## src/rtl/hazard_unit_mc.sv

```systemverilog
// Hazard unit for a five-stage pipeline: operand forwarding, load-use stall, control-flow flush
// and a stall sequencer for a multi-cycle mul/div unit sitting in Execute.
module hazard_unit_mc #(
  parameter int unsigned AW     = 5,
  parameter int unsigned MD_LAT = 4
) (
  input  logic          clk_i,
  input  logic          rst_i,
  input  logic [AW-1:0] rs1_d_i,
  input  logic [AW-1:0] rs2_d_i,
  input  logic [AW-1:0] rs1_e_i,
  input  logic [AW-1:0] rs2_e_i,
  input  logic [AW-1:0] rd_e_i,
  input  logic [AW-1:0] rd_m_i,
  input  logic [AW-1:0] rd_w_i,
  input  logic          regwrt_m_i,
  input  logic          regwrt_w_i,
  input  logic [1:0]    rsltsrc_e_i,
  input  logic [1:0]    pcsrc_e_i,
  input  logic          md_op_e_i,
  output logic [1:0]    fwd_a_e_o,
  output logic [1:0]    fwd_b_e_o,
  output logic          stall_f_o,
  output logic          stall_d_o,
  output logic          stall_e_o,
  output logic          flush_d_o,
  output logic          flush_e_o,
  output logic          flush_m_o,
  output logic          md_start_o,
  output logic          md_busy_o
);

  typedef enum logic [1:0] {
    StIdle,
    StMdBusy,
    StMdDone
  } state_e;

  localparam logic [4:0] CntInit = 5'(MD_LAT - 1);

  state_e     state_q, state_d;
  logic [4:0] cnt_q, cnt_d;

  logic       md_stall;
  logic       md_start;
  logic       md_busy;
  logic       lu;
  logic       cf;
  logic [1:0] fwd_a;
  logic [1:0] fwd_b;

  // Memory stage holds the younger result, so it wins over Writeback.
  always_comb begin
    fwd_a = 2'b00;
    fwd_b = 2'b00;
    if (regwrt_m_i && (rd_m_i != '0) && (rd_m_i == rs1_e_i)) begin
      fwd_a = 2'b10;
    end else if (regwrt_w_i && (rd_w_i != '0) && (rd_w_i == rs1_e_i)) begin
      fwd_a = 2'b01;
    end
    if (regwrt_m_i && (rd_m_i != '0) && (rd_m_i == rs2_e_i)) begin
      fwd_b = 2'b10;
    end else if (regwrt_w_i && (rd_w_i != '0) && (rd_w_i == rs2_e_i)) begin
      fwd_b = 2'b01;
    end
  end

  assign lu = (rsltsrc_e_i == 2'b01) && (rd_e_i != '0) &&
              ((rd_e_i == rs1_d_i) || (rd_e_i == rs2_d_i));
  assign cf = (pcsrc_e_i == 2'b01) || (pcsrc_e_i == 2'b10);

  always_comb begin
    state_d  = state_q;
    cnt_d    = cnt_q;
    md_stall = 1'b0;
    md_start = 1'b0;
    md_busy  = 1'b0;
    unique case (state_q)
      StIdle: begin
        if (md_op_e_i) begin
          md_start = 1'b1;
          md_stall = 1'b1;
          cnt_d    = CntInit;
          state_d  = StMdBusy;
        end
      end
      StMdBusy: begin
        md_stall = 1'b1;
        md_busy  = 1'b1;
        if (cnt_q == 5'd0) begin
          state_d = StMdDone;
        end else begin
          cnt_d = cnt_q - 5'd1;
        end
      end
      // The finished instruction is still in Execute here, so md_op_e_i is not a new request.
      StMdDone: begin
        state_d = StIdle;
      end
      default: begin
        state_d = StIdle;
      end
    endcase
  end

  always_ff @(posedge clk_i) begin
    if (!rst_i) begin
      state_q <= StIdle;
      cnt_q   <= 5'd0;
    end else begin
      state_q <= state_d;
      cnt_q   <= cnt_d;
    end
  end

  // The mul/div sequencer masks both hazard sources; a control flush beats a load-use stall.
  always_comb begin
    fwd_a_e_o  = 2'b00;
    fwd_b_e_o  = 2'b00;
    stall_f_o  = 1'b0;
    stall_d_o  = 1'b0;
    stall_e_o  = 1'b0;
    flush_d_o  = 1'b0;
    flush_e_o  = 1'b0;
    flush_m_o  = 1'b0;
    md_start_o = 1'b0;
    md_busy_o  = 1'b0;
    if (rst_i) begin
      fwd_a_e_o = fwd_a;
      fwd_b_e_o = fwd_b;
      if (md_stall) begin
        stall_f_o  = 1'b1;
        stall_d_o  = 1'b1;
        stall_e_o  = 1'b1;
        flush_m_o  = 1'b1;
        md_start_o = md_start;
        md_busy_o  = md_busy;
      end else if (cf) begin
        flush_d_o = 1'b1;
        flush_e_o = 1'b1;
      end else if (lu) begin
        stall_f_o = 1'b1;
        stall_d_o = 1'b1;
        flush_e_o = 1'b1;
      end
    end
  end

endmodule

```

## config.mk

```make
export PLATFORM = sky130hd
export DESIGN_NAME = hazard_unit_mc
export DESIGN_NICKNAME = d
export VERILOG_FILES = /design/src/rtl/hazard_unit_mc.sv
export SDC_FILE = /design/constraint.sdc
export NUM_CORES = 1
export LEC_CHECK = 0
export ABC_AREA = 1
export CORE_AREA = 10 10 59 61
export DETAILED_ROUTE_END_ITERATION = 10
export DIE_AREA = 0 0 69 71
export HOLD_SLACK_MARGIN = 0.03
export PLACE_DENSITY = 0.91
export SYNTH_ARGS = -nofsm -noshare
export SYNTH_HDL_FRONTEND = slang
export SYNTH_SLANG_ARGS = --single-unit
```

## constraint.sdc

```tcl
create_clock -name clk_i -period 3.4 [get_ports clk_i]
set_input_delay 0.34 -clock clk_i [delete_from_list [all_inputs] [get_ports clk_i]]
set_output_delay 0.34 -clock clk_i [all_outputs]
set_load 0.03 [all_outputs]
```

Word level (Yosys, flattened, before mapping)
Index checks and enable logic that the tools add are counted.
{ "op_classes": {"n_addsub": 1, "n_eq_ne": 13, "mux": 32, "n_reduce_logical": 18} }
{ "op_table": {"columns": ["cell", "n"], "rows": [
  ["== test 5 bit", 6],
  ["two-way mux 1 bit", 21],
  ["nonzero test 5 bit", 3],
  ["two-way mux 2 bit", 6],
  ["two-way mux 5 bit", 2],
  ["one-hot mux 5 bit (2 select lines)", 1],
  ["logical AND 1 bit", 8],
  ["== test 2 x 1 -> 1 bit (second input constant)", 3],
  ["inequality test 2 bit (second input constant)", 3],
  ["zero test 5 bit", 1],
  ["subtractor 5 x 1 -> 5 bit (second input constant)", 1],
  ["one-hot mux 2 bit (2 select lines)", 1],
  ["AND reduction 3 bit", 1],
  ["== test 2 bit (second input constant)", 1],
  ["zero test 2 bit", 1],
  ["logical OR 1 bit", 2],
  ["one-hot mux 1 bit (2 select lines)", 1],
  ["AND reduction 2 bit", 1],
  ["nonzero test 2 bit", 1]
]} }
{ "totals": {"ff_bits": 7, "wordCells": 66} }

Depth between registers and ports, before layout
{ "logic_depth": {"word_depth": 7, "mapped_depth": 9, "ltp_nobuf": 9} }

Worst setup path before layout
Ideal clock, no wire load.
{ "synth_path": {"path_kind": "register to output", "from": "reg state_q[0]", "to": "out stall_f_o", "arrival_ps": 1764, "t_required_ps": 3060, "setup_slack_ps": 1296, "path_stages_with_launch": 8, "n_path_buf": 1, "path_cell_list": "dfxtp_1 > inv_1 > nand3_2 > inv_1 > nor2_1 > nor2_1 > o21bai_1 > buf_4"} }
{ "synth_via": {"elab_chain_len": 4, "elab_cells_between_ends": 5, "classes_between": "eq/ne: 1; mux: 3; reduce/logical: 1"} }
{ "synth_rtl": {"columns": ["item", "line", "text"], "rows": [
  ["from (decl)", "41", "state_e state_q, state_d;"],
  ["from (signal assigned)", "108", "state_q <= StIdle;"],
  ["from (signal assigned)", "111", "state_q <= state_d;"],
  ["== test 2 x 1 -> 1 bit / zero test 2 bit (equally long branches)", "78", "unique case (state_q)"],
  ["one-hot mux 1 bit (2 select lines) (*)", "78", null],
  ["two-way mux 1 bit (*) (2 in a row)", null, null],
  ["to (decl)", "23", "output logic stall_f_o,"]
]} }
Mark *: on every way between the ends. The rest lies on a longest branch, timed or not.

Worst setup path in the final report
{ "layout_path": {"from": "in rd_e_i[2]", "to": "out stall_d_o"} }
{ "layout_via": {"elab_chain_len": 7, "elab_cells_between_ends": 10, "classes_between": "eq/ne: 2; mux: 4; reduce/logical: 4"} }
{ "layout_rtl": {"columns": ["item", "line", "text"], "rows": [
  ["from (decl)", "13", "input logic [AW-1:0] rd_e_i,"],
  ["== test 5 bit / nonzero test 5 bit (equally long branches)", "69, 68", null],
  ["logical OR 1 bit / logical AND 1 bit (equally long branches)", "69, 68", null],
  ["logical AND 1 bit (*)", "68", "assign lu = (rsltsrc_e_i == 2'b01) && (rd_e_i != '0) &&"],
  ["two-way mux 1 bit (*)", "141", "end else if (lu) begin"],
  ["two-way mux 1 bit (*)", "138", "end else if (cf) begin"],
  ["two-way mux 1 bit (*)", "131", "if (md_stall) begin"],
  ["two-way mux 1 bit (*)", "128", "if (rst_i) begin"],
  ["to (decl)", "24", "output logic stall_d_o,"]
]} }
Marks and branches as above.

==> qor.yml <==
run_status: "finished clean"
grt_util_all_layers_pct: 11.54
wirelength_um: 2924
io_pins: 56
power_switching_uw: 141.9
cts_sinks: 7
rsz0062_at_grt: "false"
clock_path_buffers: 2
nets: 258
crit_required_ns: 3.06
firstDrtPassIters: 4
initial_core_util_pct: 38.26
max_freq_mhz: 383.1
finalClockSkew_ns: 0.002457
critPathMaxFanout: 3
setup_viol: 0
clock_latency_ns: 0.25
drt_iter0_markers: 44
p_seq_share_pct: 25.4
synth_edf_count: 0
fill_cells: 255
fin_crit_sh_pct: 76.77
first_global_vias: 1068
cts_hold_buf: 0
worst_pin_slew_ns: 0.3396
synthArstFlopShare_pct: 0
diodes: 0
cts_resized: 0
antenna_found_initial: 0
ys_seq_elements: 7
start_kind: "input pin"
path_class: "input pin to output port"
htreeDepth: 1
synth_common_cells: "nand2_1, nor2_1, inv_1"
fin_crit_ns: 2.610
min_path_type: "flip-flop to flip-flop"
rows: 18
dieArea_um2: 4899
dieWidth_um: 69
grt_pass1_wl_um: 4705
cp_common_cell: "nand2_1"
critPathSlowestCell: "clkdlybuf4s50_1"
core_um2: 2387
synth_area_per_cell_um2: 5.855
layout-drive-gt1-share_pct: 4.717
slew_headroom_pct: 77.29
seq_area_frac_synth_pct: 15.34
ant_nets: 0
netlist_instances: 156
finalHoldViolCount: 0
postCtsSetupBuffers: 0
tns_ns: 0
combPwrFrac_pct: 54.4
crit_buf_inv: 3
ys_warn_count: 0
syn_to_final_growth_pct: 65.07
grt_max_degree: 12
syn-num-nets: 201
slowest_delay_ns: 0.73
netlist.top_cell.by_area: "dfxtp_1"
routabilityCongestion: 0.8195
clkPwrFrac_pct: 20.2
syn_area_um2: 913.4
synth_area_leaders: "dfxtp_1, xor2_1, nand2_1"
drc: 0
sw_frac_of_total_pct: 37.32
tritoncts: "yes"
vias_per_cell: 4.504
slew_violations: 0
path_cells: "clkdlybuf4s50_1, inv_1, nand2_1, nand2_1, nor2_1, nand3_1, nand2_1, nand2_1, o21bai_1, clkdlybuf4s50_1"
numPortBuffers: 55
synth-main-ff-cell: "dfxtp_1"
routed_wire_length_per_instance_um: 12.08
grt-ovfl-total: 0
arrival_ns: 2.27
dp_hpwl_um: 2635
synth_most_common_cell: "nand2_1"
ys_types: 25
root_buffer: "clkbuf_4"
p_int_uw: 238.3
max_cap_violations: 0
stdcell_area_um2: 1508
clkTransAtPathRegs_ns: 0.05
cellPowerDensity_nw_per_um2: 252.2
cp_top_family: "buffers and inverters"
cts_buffers: 3
vias: 1090
end_kind: "output port"
ir_drop_mv: 0.1671
placed_area_um2: 1481
die_h_um: 71
synth_top_area_share_pct: 15.34
p_leak_nw: 0.6941
per-stage QoR:
| stage | hold slack, ns | std cells | util, % | worst slack, ns | total power, mW |
|---|---|---|---|---|---|
| global placement | 0.4458 | 238 | 62.05 | 0.8176 | 0.3024 |
| detailed placement | 0.4651 | 238 | 62.05 | 0.7938 | 0.3059 |
| floorplan | 0.4339 | 156 | - | 1.296 | 0.2121 |
| finish | 0.4702 | 242 | 63.16 | 0.7898 | 0.3802 |
| CTS | 0.4732 | 242 | 63.16 | 0.7834 | 0.3849 |
| global route | 0.4888 | 242 | 63.16 | 0.6329 | 0.4107 |
layer usage:
layer | routed length [µm] | up-vias | share of wire [%] | track usage, %
li1 | - | 587 | - | -
met2 | 1646 | 32 | 56 | 22.36
met1 | 1022 | 467 | 35 | 10.86
met4 | 38 | 0 | 1.3 | 4.698
met5 | 0 | - | 0 | 0
met3 | 218 | 4 | 7.5 | 3.766
worst paths after layout:
check / slack (ns) / start / cells after the start / to
hold / removal: 0.47 / cnt_q[4] / 2 / cnt_q[4]
setup reg to reg: 2.02 / cnt_q[1] / 9 / cnt_q[4]
hold reg to reg: 0.47 / cnt_q[4] / 2 / cnt_q[4]
setup / recovery: 0.79 / rd_e_i[2] / 10 / stall_d_o
logic make-up after synthesis:
kind of cell               after synthesis  synth area share (%)
buffers and inverters                   28                 12.46
and+or+nand+nor                         89                 44.25
AOI/OAI and AO/OA                        9                 5.480
adders and majority gates                1                 1.370
DFF                                      7                 15.34
xor gates and xnor gates                22                 21.10
worst register-to-register path, delay by kind of cell (launching register included):
kind | cells | cell delay [ns]
buffers and inverters | 2 | 0.11
adder cells (fa/ha/maj) | 1 | 0.20
flip-flops | 1 | 0.36
AND/OR/NAND/NOR | 6 | 0.59
placed cells by master (no fill, tap or decap), drive strengths merged:
| master | count |
|---|---|
| clkbuf | 4 |
| inv | 25 |
| nor3b | 1 |
| nand2 | 34 |
| nand4 | 1 |
| o21ai | 2 |
| nand3 | 11 |
| nor2b | 2 |
| nand3b | 1 |
| clkdlybuf4s50 | 55 |
| o21bai | 1 |
| ha | 1 |
| nor3 | 7 |
| dfxtp | 7 |
| xor2 | 15 |
| o21a | 1 |
| xnor2 | 7 |
| nor2 | 32 |
| a21oi | 5 |
area by class of cell:
| type | instances | area [µm²] | share of cell area, % |
|---|---|---|---|
| multi-input combinational | 121 | 659.4 | 43.73 |
| timing repair buffer | 55 | 550.5 | 36.51 |
| sequential | 7 | 140.1 | 9.295 |
| inverter | 25 | 93.84 | 6.224 |
| tap | 30 | 37.54 | 2.490 |
| clock buffer | 4 | 26.28 | 1.743 |
power by group through the flow:
stage	logic [mW]	registers (mW)	clock network [mW]
after floorplan	0.115	0.0970	0
after global placement	0.205	0.0979	0
after detailed placement	0.208	0.0983	0
after CTS	0.209	0.0967	0.0794
after global routing	0.229	0.0980	0.0842
final	0.207	0.0967	0.0768
registers in the layout (all words and copies together) (netlist names):
signal	cells
state_q	2
cnt_q	5
Power figures use the tool's default switching activity.
==> RTL edit, RTL diff (same flow settings) <==
Set the parameter `AW` to 3 (it was 5).
--- a/src/rtl/hazard_unit_mc.sv
+++ b/src/rtl/hazard_unit_mc.sv
@@ -1,7 +1,7 @@
 // Hazard unit for a five-stage pipeline: operand forwarding, load-use stall, control-flow flush
 // and a stall sequencer for a multi-cycle mul/div unit sitting in Execute.
 module hazard_unit_mc #(
-  parameter int unsigned AW     = 5,
+  parameter int unsigned AW     = 3,
   parameter int unsigned MD_LAT = 4
 ) (
   input  logic          clk_i,
Ports: changed (7 resized); port bits go from 56 to 42. The function was not compared with the original's and may differ.
==> RTL edit against the unedited design <==
  * Setup slack improved by 0.12 ns
  * Synthesized area down 16%
  * Sequential cell count is the same
  * Core utilization down 12 points
  * Critical path type unchanged
  * Combinational power fell by 6%
  * Highest routed layer unchanged
  * Count of clock-buffer cells in the layout unchanged
  * Total power shrank 2.8%
  * Cell count decreased by 17%
  * Final area down 19%
  * Via count is 16% lower
  * Routed wire length shrank 21%
==> RTL edit: results (changes against the unedited design) <==
| Metric | Value |
|---|---|
| Status | `completed` |
| Gr usage total | `9.38% (-2.2 points)` |
| Signal inverters | `23 (-8.0%)` |
| FF-to-FF Start | `cnt_q[0]` |
| Top cells by area, synth | `dfxtp_1 (18%), nand2_1 (17%), inv_1 (11%)` |
| Nets | `204 (-21%)` |
| DP HPWL | `2040 um (-23%)` |
| Placed cell areas | `0.00120 mm2 (-19%)` |
| Area of the multi-input gates | `522 um2 (-21%)` |
| Setup Skew | `0.00390 ns (+0.00145 ns)` |
| Placer Congestion | `0.828 (+1.0%)` |
| First-pass GRT wire length | `3950 um (-16%)` |
| RR Endpoint | `cnt_q[3]` |
| Non-clock buffer share | `33.6% (-2.9 points)` |
| Critical-path maximum fanout | `4 (+1)` |
| Fin Hold WS | `0.460 ns (-0.0106 ns)` |
| Syn_nets | `160 (-20%)` |
| Post-synth top cells | `nand2_1 (34), inv_1 (22), nor2_1 (14)` |
| WP data arrival | `2.15 ns (-0.12 ns)` |
| Worst setup path end | `stall_f_o` |
| Bufs w/o clock | `41 (-25%)` |
| Lkg Pwr | `0.566 nW (-18%)` |
| PortBufs | `41 (-25%)` |
| DR iter-0 viols | `21 (-52%)` |
| Sequential area share after synthesis | `18.4% (+3.0 points)` |
| Worst IR Drop VDD | `0.188 mV (+13%)` |
| Pin count of the biggest net entering global routing | `10 (-2)` |
| Post-Route WL | `2300 um (-21%)` |
==> RTL edit: cell types whose count changed after synthesis, moves of 2 or more <==
| cell | change |
|---|---|
| nor3_1 | -2 |
| nand2_1 | +2 |
| inv_1 | -2 |
| nor2_2 | +2 |
| nor2_1 | -17 |
| nand3_1 | -2 |
| o21ai_2 | +3 |
| xor2_1 | -10 |
==> RTL edit: kinds of logic (layout without fill, tap and decap cells) <==
family,Yosys count,in the layout,share of synthesized area [%]
flip-flops,7,7,18.4
AND/OR/NAND/NOR,73,73,44.3
buffers and inverters,25,68,13.3
XOR/XNOR,12,12,13.8
AO/OA/AOI/OAI,11,11,8.69
adder cells (fa/ha/maj),1,1,1.64
==> RTL edit: stage by stage <==
stage               std cells  power, mW
floorplan                 129      0.220
global placement          198      0.291
detailed placement        198      0.295
CTS                       202      0.376
global route              202      0.401
finish                    202      0.369
==> RTL edit: worst max-delay path, stage by stage <==
cell and delay, ns:
clkdlybuf4s50_1 0.47, inv_1 0.10, nand2_1 0.05, nand2_1 0.06, nand3_1 0.07, nand2_1 0.06
nand2_1 0.05, o21ai_0 0.22, clkdlybuf4s50_1 0.72
==> RTL edit: metal layers <==
layer | global-route usage [%] | vias to the layer above | wire [um]
met4 | 5.59 | 0 | 77
li1 | - | 480 | -
met1 | 9.29 | 395 | 939
met3 | 3.63 | 6 | 182
met5 | 0 | - | 0
met2 | 16.4 | 31 | 1100
==> RTL edit: where the power goes <==
group          switching [mW]  internal (mW)  leakage (nW)
Combinational           0.103         0.0912         0.494
Clock                  0.0312         0.0448        0.0150
Sequential            0.00683         0.0919        0.0574
Total                   0.141          0.228         0.566
